--- src/rtl/nibble_serial_add_seq.sv ---
`default_nettype none
// ============================================================================
// Module      : nibble_serial_add_seq
// Description : Sequences a WIDTH-bit add through an external 4-bit pipelined
//               adder one nibble at a time, LS nibble first, with the carry
//               chained between nibbles. Returns the result over valid/ready.
// Revision    : 1.0 - initial release
// ============================================================================
module nibble_serial_add_seq #(
    parameter int WIDTH   = 16,
    parameter int ADD_LAT = 2
) (
    input  logic             clk,
    input  logic             rst,
    input  logic             in_valid,
    output logic             in_ready,
    input  logic [WIDTH-1:0] op_a,
    input  logic [WIDTH-1:0] op_b,
    input  logic             op_cin,
    output logic [3:0]       add_a,
    output logic [3:0]       add_b,
    output logic             add_cin,
    input  logic [3:0]       add_sum,
    input  logic             add_cout,
    output logic             out_valid,
    input  logic             out_ready,
    output logic [WIDTH-1:0] result,
    output logic             result_cout
);
    localparam int c_NIB = WIDTH / 4;
    localparam int c_IW  = (c_NIB > 1) ? $clog2(c_NIB) : 1;
    localparam int c_CW  = $clog2(ADD_LAT + 1);

    localparam logic [1:0] c_IDLE  = 2'd0;
    localparam logic [1:0] c_ISSUE = 2'd1;
    localparam logic [1:0] c_WAIT  = 2'd2;
    localparam logic [1:0] c_DONE  = 2'd3;

    logic [1:0]       r_state;
    logic [1:0]       w_next;
    logic [WIDTH-1:0] r_a;
    logic [WIDTH-1:0] r_b;
    logic [WIDTH-1:0] r_result;
    logic             r_carry;
    logic [c_IW-1:0]  r_idx;
    logic [c_CW-1:0]  r_wcnt;
    logic             w_capture;
    logic             w_last;

    // The adder output is only trusted on the last WAIT cycle of each nibble.
    assign w_capture = (r_state == c_WAIT) && (r_wcnt == c_CW'(ADD_LAT));
    assign w_last    = (r_idx == c_IW'(c_NIB - 1));

    always_ff @(posedge clk or posedge rst) begin
        if (rst) begin
            r_state <= c_IDLE;
        end else begin
            r_state <= w_next;
        end
    end

    always_comb begin
        w_next = r_state;
        case (r_state)
            c_IDLE:  if (in_valid) w_next = c_ISSUE;
            c_ISSUE: w_next = c_WAIT;
            c_WAIT:  if (w_capture) w_next = w_last ? c_DONE : c_ISSUE;
            c_DONE:  if (out_ready) w_next = c_IDLE;
            default: w_next = c_IDLE;
        endcase
    end

    always_comb begin
        in_ready  = 1'b0;
        out_valid = 1'b0;
        add_a     = 4'd0;
        add_b     = 4'd0;
        add_cin   = 1'b0;
        case (r_state)
            c_IDLE:  in_ready = !rst;
            c_ISSUE, c_WAIT: begin
                add_a   = r_a[{r_idx, 2'b00} +: 4];
                add_b   = r_b[{r_idx, 2'b00} +: 4];
                add_cin = r_carry;
            end
            c_DONE:  out_valid = 1'b1;
            default: ;
        endcase
    end

    always_ff @(posedge clk or posedge rst) begin
        if (rst) begin
            r_a      <= '0;
            r_b      <= '0;
            r_carry  <= 1'b0;
            r_result <= '0;
            r_idx    <= '0;
            r_wcnt   <= '0;
        end else begin
            case (r_state)
                c_IDLE: begin
                    if (in_valid) begin
                        r_a      <= op_a;
                        r_b      <= op_b;
                        r_carry  <= op_cin;
                        r_idx    <= '0;
                        r_result <= '0;
                    end
                end
                c_ISSUE: r_wcnt <= c_CW'(1);
                c_WAIT: begin
                    if (w_capture) begin
                        r_result[{r_idx, 2'b00} +: 4] <= add_sum;
                        r_carry                       <= add_cout;
                        if (!w_last) r_idx <= r_idx + 1'b1;
                    end else begin
                        r_wcnt <= r_wcnt + 1'b1;
                    end
                end
                default: ;
            endcase
        end
    end

    assign result      = r_result;
    assign result_cout = r_carry;

endmodule
`default_nettype wire

--- config.mk ---
export PLATFORM = sky130hd
export DESIGN_NAME = nibble_serial_add_seq
export DESIGN_NICKNAME = d
export VERILOG_FILES = /design/src/rtl/nibble_serial_add_seq.sv
export SDC_FILE = /design/constraint.sdc
export NUM_CORES = 1
export LEC_CHECK = 0
export CORE_UTILIZATION = 55
export CTS_BUF_LIST = sky130_fd_sc_hd__clkbuf_8
export DETAILED_ROUTE_END_ITERATION = 10
export MAX_ROUTING_LAYER = met4
export PLACE_DENSITY_LB_ADDON = 0.15
export REMOVE_ABC_BUFFERS = 1
export SETUP_SLACK_MARGIN = 0.4
export SLEW_MARGIN = 20
export SYNTH_ARGS = -nofsm -noshare
export SYNTH_HDL_FRONTEND = slang
export SYNTH_SLANG_ARGS = --single-unit
--- constraint.sdc ---
create_clock -name clk -period 4.9 [get_ports clk]
set_input_delay 1.47 -clock clk [delete_from_list [all_inputs] [get_ports clk]]
set_output_delay 1.47 -clock clk [all_outputs]
set_load 0.02 [all_outputs]
Word-level counts from Yosys, hierarchy flattened
Index checks and enable logic that the tools add are counted.
Storage, ports and cells
  flip-flop bits (word level): 55
  input bits: 42
  output and inout port bits: 28
  word-level logic and storage cells: 58
Operators by class
  $add $sub $neg: 3
  eq/ne operators: 10
  shift-type cells: 4
  mux-type cells: 23
  reduce and logical (&&, ||, !) cells: 11
Operators by type and width (count)
  $mux 16: 2
  $pmux 16 s2: 1
  $shiftx 16x5->4: 2
  $bwmux 16: 1
  $mux 2: 8
  $shift 4x6->16 const A: 1
  $shiftx 4x6->16: 1
  $ne 2x2->1 const B: 5
  $eq 2x2->1 const B: 4
  $mux 4: 2
  $pmux 2 s2: 2
  $pmux 2 s4: 1
  $neg 4->6: 1
  $reduce_and 3->1: 2
  $mux 1: 5
  $add 2x1->2 const B: 2
  $reduce_and 2->1: 2
  $reduce_and 4->1: 1
  $reduce_bool 2->1: 2
  $eq 2x1->1 const B: 1
  $logic_not 2->1: 1
  $pmux 1 s2: 1
  $reduce_or 2->1: 1
  $logic_and 1x1->1: 1
  $logic_not 1->1: 1

Logic depth before layout (Yosys ltp)
Gate-level depths: netlist (run 1).
  depth in word-level cells: 5
  depth in mapped cells: 7
  gate-level depth less buffers: 5

Worst setup path before layout (run 1)
No wires, ideal clock.
  path kind: in2out
  start: input rst
  end: output in_ready
  arrival: 1.774 ns
  data required time: 3.430 ns
  path slack: 1.656 ns
  cell stages on the path: 1
  buffers on the path: 0
  cells stage by stage: nor2b_1
On the way
  word-level cells in the longest chain between the ends: 2
Ends and longest elaborated chain
  start, declared: line 14  | input logic rst,
  $logic_not 1->1 (no source line)
  $mux 1: line 79  | case (r_state)
  end, declared: line 16  | output logic in_ready,
No other way between the ends.

Worst setup path after layout (run 1)
Same ends and word-level chain as after synthesis.

==> impl_metrics.yaml, run 1 <==
setup_path:
  worstPathArrival_ns: 2.61
  critical_path.endpoint_type: "output pin"
  critPathMaxFanout: 2
  critical-path-slowest-cell: "clkdlybuf4s50_1"
  cpMostUsedCell: "clkdlybuf4s50_1"
  required_ns: 3.43
  startpoint_type: "input pin"
  critical_path_class: "input pin to output pin"
  critical_path.cell_chain: "clkdlybuf4s50_1 -> nor2b_1 -> clkdlybuf4s50_1"
  critPathMaxStageDelay_ns: 0.60
synthesis:
  yosysWarningCount: 0
  share_of_synthesized_cell_area_in_and_or_nand_and_nor_gates_pct: 12.0
  largest_family_of_logic_cells_by_synthesized_area: "multiplexers"
  ys_async_sr_fraction_pct: 100
  syn_area_per_cell_sq_um: 13.0
  synth_xor_xnor_area_share_pct: 0.316
  muxShareOfSynthArea_pct: 27.0
  synth-edff-count: 0
  area_fraction_in_compound_gates_after_synthesis_pct: 3.16
  synth_area_leader: "dfrtp_1"
  synth_top_area_share_pct: 49.7
  mappedNetlistArea_sq_um: 2770
  synth_fa_ha_area_share_pct: 4.51
  post_synth_inst_count: 214
  postSynthRegisterBits: 55
  synth-seq-area-share_pct: 49.7
  synth_flop_cell: "dfrtp_1"
  post_synth_main_area_contributors: "dfrtp_1 (50%), mux2_2 (19%), mux4_2 (6.5%)"
  synth.lib_cells_used.distinct: 32
final_layout:
  fin_nets: 335
  layout.filler_cells: 340
  antennaDiodeCount: 0
  design_area_sq_um: 3620
  utilization_pct: 75.7
  syn_to_final_growth_pct: 30.7
  fraction_of_final_layout_cells_with_drive_strength_greater_than_1_pct: 23.7
grt:
  grt_antenna_before_repair: 0
  globalRoute.totalOverflow: 0
  grt_start_max_net_pins: 42
  first_global_vias: 1953
  global_route_wire_length_before_repair_mm: 8.99
  globalRouteTotalUtil_pct: 23.3
clock_network:
  clock_tree.buffer_depth: 2
  post_cts_resize_count: 0
  postCtsHoldBufs: 0
  tritoncts: "yes"
  cts-buffers-inserted: 5
  postCtsSetupBuffers: 0
  cts.root.buffer_cell: "clkbuf_8"
  clkTransAtPathRegs_ns: 0.09
  clock_sink_count: 55
  clk_latency_ns: 0.31
  h-tree-depth: 2
routing:
  detail_route.wl_per_cell_um: 15.2
  vias_per_cell: 5.47
  drt_wl_total_mm: 5.32
  top_signal_layer_used: "met4"
  met3_wirelength_um: 228
  met1_layer_wirelength_in_the_final_routing_mm: 2.32
  route.met2.wl_mm: 2.66
  antenna_violating_nets_remaining: 0
  drc_errors: 0
  drt_pass1_iterations: 3
  first_iter_violations: 106
  detailroute.via_count: 1914
sta:
  final_hold_viol_count: 0
  grt_setup_unrepaired: "false"
  max-slew-margin-rel_pct: 43.3
  timing_worst_slew_pin_value_ns: 0.850
  tns_ns: 0
  final.setup_skew_ns: 0.00465
  timing.fmax_mhz: 245
  finalSetupViolCount: 0
  finalMaxSlewViolations: 0
  post-route-period-util_pct: 83.3
  finalCriticalPeriod_ns: 4.08
pwr:
  cellLeakagePower_uw: 0.00149
  power_per_cell_area_nw_per_um2: 571
  worst_ir_drop_vdd_uv: 344
floorplan:
  design.portCount: 70
  fp.coreArea_sq_um: 4790
  placement_rows: 25
  design.die.area_sq_um: 5330
  die_y_um: 73.0
  die_width_um: 73.0
  initial_utilization_pct: 57.9
flow_run:
  cap_viol_max_count: 0
placement:
  detailed_place_hpwl_mm: 3.89
  port_buffers: 69
  globalplace.congestion: 0.784
  dpl_cell_area_sq_um: 3520
run_status:
  outcome: "completed"
worst_hold_path:
  worst_hold_path_type: "flip-flop to flip-flop"
==> cells in the final DEF, fill, tap and decap left out <==
cell / netlist / final
clkdlybuf4s50_1: 0 / 69
dfrtp_1: 55 / 55
mux2_2: 46 / 46
nand2_1: 11 / 11
inv_1: 11 / 10
ha_1: 10 / 10
and2_1: 9 / 9
mux4_2: 8 / 8
a21oi_1: 7 / 7
nor2_1: 5 / 5
mux2i_1: 5 / 5
nor4bb_1: 5 / 5
nor3b_1: 5 / 5
clkbuf_8: 0 / 5
nand3_1: 4 / 4
nand2b_1: 4 / 4
buf_4: 2 / 3
nand3b_1: 2 / 2
nor2b_1: 2 / 2
o2bb2ai_1: 2 / 2
o21ai_0: 2 / 2
nand4b_1: 1 / 1
or4_1: 1 / 1
or2b_1: 1 / 1
and3_1: 1 / 1
a41oi_1: 1 / 1
a31oi_1: 1 / 1
inv_2: 0 / 1
xor2_1: 1 / 1
nor3_1: 1 / 1
or3b_2: 1 / 1
o311a_1: 1 / 1
and4bb_2: 1 / 1
clkinvlp_4: 0 / 1
bufinv_16: 0 / 1
==> state kept, by name, indices dropped and copies added, names as in the netlist <==
name	count
r_a	16
r_b	16
result	16
r_idx	2
r_state	2
r_wcnt	2
result_cout	1
==> logic make-up (layout without fill, tap and decap cells) <==
logic type,count (synthesis),in the layout
multiplexers,59,59
XOR/XNOR,1,1
buffers and inverters,21,90
AND/OR/NAND/NOR,54,54
AO/OA/AOI/OAI,14,14
adder cells (fa/ha/maj),10,10
flip-flops,55,55
==> worst max-delay path, delay by kind of cell <==
family	cells	cell delay, ns
buffers and inverters	2	1.03
AND/OR/NAND/NOR	1	0.11
==> cells in the mapped netlist, types with 4 or more instances <==
cell type and number:
dfrtp_1 55, mux2_2 46, inv_1 11, nand2_1 11, ha_1 10, and2_1 9, mux4_2 8, a21oi_1 7
buf_2 5, mux2i_1 5, nor2_1 5, nor3b_1 5, nor4bb_1 5, nand2b_1 4, nand3_1 4
==> routing by layer <==
layer	vias up	track usage, %
met4	0	9.37
met5	-	-
met3	13	5.11
met2	51	38.0
met1	952	28.3
li1	898	-
==> final timing paths <==
| check | from | endpoint | slack, ns | depth (start not counted) |
|---|---|---|---|---|
| max | rst | in_ready | 0.82 | 3 |
| min | r_wcnt[1] | r_wcnt[1] | 0.50 | 1 |
| max reg2reg | r_idx[0] | result[8] | 2.53 | 6 |
| min reg2reg | r_wcnt[1] | r_wcnt[1] | 0.50 | 1 |
| max in group asynchronous | rst | r_b[14] | 2.50 | 3 |
| min in group asynchronous | rst | r_wcnt[0] | 1.68 | 2 |
==> report_power, final <==
group          internal [uW]  switching (uW)  leakage [uW]
sequential               627             120      0.000686
clock                    149             145     0.0000502
combinational            568             460      0.000757
==> layout make-up <==
| type | count | area (sq um) | area share [%] |
|---|---|---|---|
| Inverter | 11 | 41.3 | 1.14 |
| Timing Repair Buffer | 72 | 713 | 19.7 |
| Multi-Input combinational cell | 138 | 1300 | 35.9 |
| Sequential cell | 55 | 1380 | 38.0 |
| Clock buffer | 5 | 68.8 | 1.90 |
| Tap cell | 67 | 83.8 | 2.31 |
| Clock inverter | 2 | 37.5 | 1.04 |
==> per-stage QoR <==
step                hold slack (ns)  power, uW  setup slack (ns)  cells
finish                        0.501       2070             0.817    350
CTS                           0.504       2080             0.813    350
global route                  0.521       2200             0.700    350
floorplan                     0.460       1440              1.66    204
global placement              0.477       1760             0.811    343
detailed placement            0.478       1780             0.811    343
Power figures use the tool's default switching activity.
==> run 2, diff against run 1 <==
CORE_UTILIZATION = 46   (was 55)
clock period = 3.7 ns   (was 4.9 ns; I/O delays follow)
==> run 2 against run 1 <==
Net effect: clock skew is 0.0042 ns higher; worst hold slack better by 0.0036 ns; non-clock buffer count is 4 higher; combinational power is 38% higher; final cell count is 2.9% higher; via count is 0.89% higher; register-to-register slack worse by 1.2 ns; largest cell class unchanged; routed wire length is 7.9% higher; sequential share of layout area is 0.49 points lower; largest power group unchanged; critical path depth is 1 higher.
==> impl_metrics.yaml, run 2 (synthesized netlist as in run 1, its figures left out) <==
run_status:
  outcome: "completed"
clock_network:
  tritoncts: "yes"
  h-tree-depth: 2
  clkTransAtPathRegs_ns: 0.11
  cts-buffers-inserted: 5
  cts.root.buffer_cell: "clkbuf_8"
  clk_latency_ns: 0.32
  clock_tree.buffer_depth: 2
  clock_sink_count: 55
routing:
  drc_errors: 0
  vias_per_cell: 5.36
  drt_wl_total_mm: 5.74
  drt_pass1_iterations: 4
  antenna_violating_nets_remaining: 0
  first_iter_violations: 127
  detailroute.via_count: 1931
  detail_route.wl_per_cell_um: 16.0
placement:
  detailed_place_hpwl_mm: 4.14
  dp_slack_ns: 0.285
  placedCellCount: 350
  port_buffers: 69
  globalplace.congestion: 0.743
worst_hold_path:
  worst_hold_path_type: "flip-flop to flip-flop"
  hold_end: "r_wcnt[1]"
  worst_hold_path.num_cells: 1
  timing.hold.worst.start: "r_wcnt[1]"
floorplan:
  initial_utilization_pct: 49.1
  die_y_um: 79.6
  placement_rows: 27
  design.die.area_sq_um: 6340
  fp.coreArea_sq_um: 5640
  die_width_um: 79.6
  design.portCount: 70
final_layout:
  final_cell_mix: "clkdlybuf4s50_1 (68), dfrtp_1 (54), mux2_2 (46)"
  syn_to_final_growth_pct: 32.8
  final_common_cell: "clkdlybuf4s50_1"
  fraction_of_final_layout_cells_with_drive_strength_greater_than_1_pct: 25.7
  finalNonFillerCells: 360
  antennaDiodeCount: 0
  fin_nets: 339
sta:
  finalSetupViolCount: 0
  max-slew-margin-rel_pct: 60.1
  timing_worst_slew_pin_value_ns: 0.582
  finalCriticalPeriod_ns: 3.24
  tns_ns: 0
  grt_setup_unrepaired: "true"
  timing.fmax_mhz: 309
  post-route-period-util_pct: 87.5
  final.setup_skew_ns: 0.00882
  finalMaxSlewViolations: 0
  finalWorstSetupSlack_ns: 0.462
  final_hold_viol_count: 0
setup_path:
  critPathMaxFanout: 5
  reg2reg_depth: 5
  worstPathArrival_ns: 2.13
  critical_path.endpoint_type: "output pin"
  setup.reg_to_reg.worst_slack_ns: 1.33
  worst_r2r_endpoint: "result[5]"
  startpoint_type: "flip-flop"
  worst_r2r_startpoint: "r_state[0]"
  required_ns: 2.59
  critical_path_class: "flip-flop to output pin"
flow_run:
  cap_viol_max_count: 0
pwr:
  cellLeakagePower_uw: 0.00152
  worst_ir_drop_vdd_uv: 448
  power_switching_share_pct: 36.3
  power.share.combinational_pct: 51.4
  power.internal_uw: 1760
  power_per_cell_area_nw_per_um2: 750
  power.net_switching_uw: 1000
  power.sequential.fraction_pct: 35.5
  clock_power_share_pct: 13.1
grt:
  first_global_vias: 2010
  grt_start_max_net_pins: 28
  globalRoute.totalOverflow: 0
  globalRouteTotalUtil_pct: 20.6
  global_route_wire_length_before_repair_mm: 9.54
  grt_antenna_before_repair: 0
-- run 2: cell count changes in the layout (fill, tap and decap cells not counted) --
cell	delta
clkinvlp_4	-1
dlygate4sd2_1	+1
ha_2	+1
dfrtp_4	+1
inv_8	+1
buf_12	+2
inv_6	+2
buf_4	+2
dfrtp_1	-1
ha_1	-1
bufinv_16	-1
clkdlybuf4s50_1	-1
-- run 2: critical path: stages, from the launching register on --
cell and delay, ns:
dfrtp_4 0.44, buf_4 0.17, mux4_2 0.49, and2_1 0.17
clkdlybuf4s50_1 0.53
-- run 2: how the worst max path moves through the flow --
stage	cells after the start	slack, ns	from	end
after floorplan	2	0.96	r_idx[0]	add_a[0]
after global placement	3	0.33	rst	in_ready
after detailed placement	3	0.29	rst	in_ready
after CTS	4	0.44	r_state[1]	add_b[1]
after global routing	3	0.38	r_idx[1]	add_a[0]
final	4	0.46	r_idx[0]	add_a[2]
-- run 2: repair_timing --
action | 4_1_cts | 5_1_grt
resized for setup | 3 | 1
setup buffers | 0 | 2
hold endpoints to repair | 0 | 0
cloned | 0 | 0
setup endpoints to repair | 9 | 6
hold buffers | 0 | 0
-- run 2: power by group through the flow --
stage	sequential [uW]	clock, uW	combinational (uW)
detailed placement	1000	0	1390
global placement	996	0	1360
global route	1010	400	1530
floorplan	975	0	927
CTS	995	374	1390
finish	980	362	1420
-- run 2: metrics by stage --
stage,util [%],area (sq um),total power (uW),hold slack [ns]
floorplan,-,2720,1900,0.460
global placement,62.9,3550,2360,0.479
detailed placement,62.9,3550,2390,0.478
CTS,64.7,3650,2760,0.507
global route,65.2,3680,2940,0.535
finish,65.2,3680,2760,0.504
-- run 2: final cells by class --
class / count / area (sq um)
Clock buffer: 5 / 68.8
Clock inverter: 3 / 28.8
Fill cell: 453 / 1960
Inverter: 11 / 41.3
Multi-Input combinational cell: 138 / 1310
Sequential cell: 55 / 1380
Tap cell: 72 / 90.1
Timing Repair Buffer: 76 / 767
-- run 2: routing by layer --
layer	global-route usage (%)	share of wire [%]	vias to the layer above
li1	-	-	902
met5	-	0	-
met1	25.0	42	962
met3	5.14	5.3	8
met4	5.82	1.2	0
met2	34.1	51	59
==> run 3, diff against run 2 <==
MAX_ROUTING_LAYER = unset   (was met4)
==> run 3 against run 2 <==
Net effect: non-clock buffer count did not move; worst setup slack gained 0.0018 ns; clock power is essentially flat; largest power group unchanged; highest routed layer unchanged.
==> impl_metrics.yaml, run 3 (synthesized netlist as in run 1, its figures left out) <==
final_layout:
  fraction_of_final_layout_cells_with_drive_strength_greater_than_1_pct: 25.7
  final_cell_mix: "clkdlybuf4s50_1 (68), dfrtp_1 (54), mux2_2 (46)"
  layout.filler_cells: 453
  fin_nets: 339
  final_common_cell: "clkdlybuf4s50_1"
  design_area_sq_um: 3680
  syn_to_final_growth_pct: 32.8
  antennaDiodeCount: 0
sta:
  timing.fmax_mhz: 309
  grt_setup_unrepaired: "true"
  post-route-period-util_pct: 87.5
  finalSetupViolCount: 0
  final.setup_skew_ns: 0.00965
  finalCriticalPeriod_ns: 3.24
  max-slew-margin-rel_pct: 60.1
  finalMaxSlewViolations: 0
  tns_ns: 0
  final_hold_viol_count: 0
  timing_worst_slew_pin_value_ns: 0.582
routing:
  drt_wl_total_mm: 5.74
  drc_errors: 0
  detailroute.via_count: 1930
  drt_pass1_iterations: 4
  antenna_violating_nets_remaining: 0
  detail_route.wl_per_cell_um: 15.9
  first_iter_violations: 127
  vias_per_cell: 5.36
clock_network:
  clock_tree.buffer_depth: 2
  h-tree-depth: 2
  cts.root.buffer_cell: "clkbuf_8"
  clock_sink_count: 55
  cts-buffers-inserted: 5
  tritoncts: "yes"
  clk_latency_ns: 0.32
  postCtsHoldBufs: 0
  clkTransAtPathRegs_ns: 0.11
pwr:
  power.share.combinational_pct: 51.4
  cellLeakagePower_uw: 0.00152
  worst_ir_drop_vdd_uv: 448
  clock_power_share_pct: 13.1
  power.sequential.fraction_pct: 35.5
  power.internal_uw: 1760
  report.power.total_uw: 2760
  power_per_cell_area_nw_per_um2: 750
  power_switching_share_pct: 36.3
  power.net_switching_uw: 1000
floorplan:
  die_y_um: 79.6
  initial_utilization_pct: 49.1
  placement_rows: 27
  design.die.area_sq_um: 6340
  die_width_um: 79.6
  fp.coreArea_sq_um: 5640
  design.portCount: 70
grt:
  globalRouteTotalUtil_pct: 20.0
  global_route_wire_length_before_repair_mm: 9.55
  grt_start_max_net_pins: 28
  grt_antenna_before_repair: 0
  globalRoute.totalOverflow: 0
  first_global_vias: 2009
setup_path:
  required_ns: 2.59
  startpoint_type: "flip-flop"
  worst_r2r_startpoint: "r_state[0]"
  worstPathArrival_ns: 2.13
  critical_path_class: "flip-flop to output pin"
  critPathMaxFanout: 5
  worst_r2r_endpoint: "result[5]"
  critical_path.endpoint_type: "output pin"
  setup.reg_to_reg.worst_slack_ns: 1.34
  reg2reg_depth: 5
  worst_setup_path_startpoint: "r_idx[0]"
  crit_path_end: "add_a[2]"
placement:
  globalplace.congestion: 0.734
  dpl_cell_area_sq_um: 3550
  port_buffers: 69
  detailed_place_hpwl_mm: 4.14
worst_hold_path:
  worst_hold_path_type: "flip-flop to flip-flop"
run_status:
  outcome: "completed"
flow_run:
  cap_viol_max_count: 0
==> run 3: cell counts in the layout (fill, tap and decap cells not counted) <==
No cell type changed its count.
==> run 3: area by class of cell <==
class	instances	area (sq um)	share of cell area, %
tap	72	90.1	2.45
multi-input combinational	138	1310	35.5
inverter	11	41.3	1.12
timing repair buffer	76	767	20.8
sequential	55	1380	37.5
clock buffer	5	68.8	1.87
clock inverter	3	28.8	0.782
==> run 3: metal layers <==
layer | track usage [%] | wire (um)
met3 | 5.37 | 320
met4 | 5.82 | 40
met2 | 34.1 | 2970
met5 | 0 | 0
met1 | 24.9 | 2410
==> run 3: metrics by stage <==
step	setup WS [ns]	cells	hold WS [ns]	utilization [%]
floorplan	0.963	204	0.460	-
global placement	0.330	350	0.479	62.9
detailed placement	0.285	350	0.478	62.9
CTS	0.438	358	0.507	64.7
global route	0.378	360	0.535	65.2
finish	0.464	360	0.504	65.2
==> run 3: how the worst min path moves through the flow <==
stage,start,to,slack [ns],cells past startpoint
after CTS,r_wcnt[1],r_wcnt[1],0.51,1
after floorplan,r_wcnt[1],r_wcnt[1],0.46,1
after global routing,r_b[9],r_b[9],0.53,1
after global placement,r_wcnt[1],r_wcnt[1],0.48,1
final,r_wcnt[1],r_wcnt[1],0.50,1
after detailed placement,r_wcnt[1],r_wcnt[1],0.48,1
==> run 3: worst max-delay path, cell delays in order, from the launching register on <==
cell and delay [ns]:
dfrtp_4 0.44, buf_4 0.17, mux4_2 0.49, and2_1 0.17, clkdlybuf4s50_1 0.53
==> run 3: power by group through the flow <==
stage	clock [uW]	combinational (uW)	sequential, uW
after floorplan	0	927	975
after global placement	0	1360	996
after detailed placement	0	1390	1000
after CTS	374	1390	995
after global routing	400	1530	1010
final	361	1420	980
==> run 3: what timing repair did <==
action,in CTS,in global routing
endpoints found under the setup margin,9,6
gates resized for setup,3,1
buffers inserted,0,2
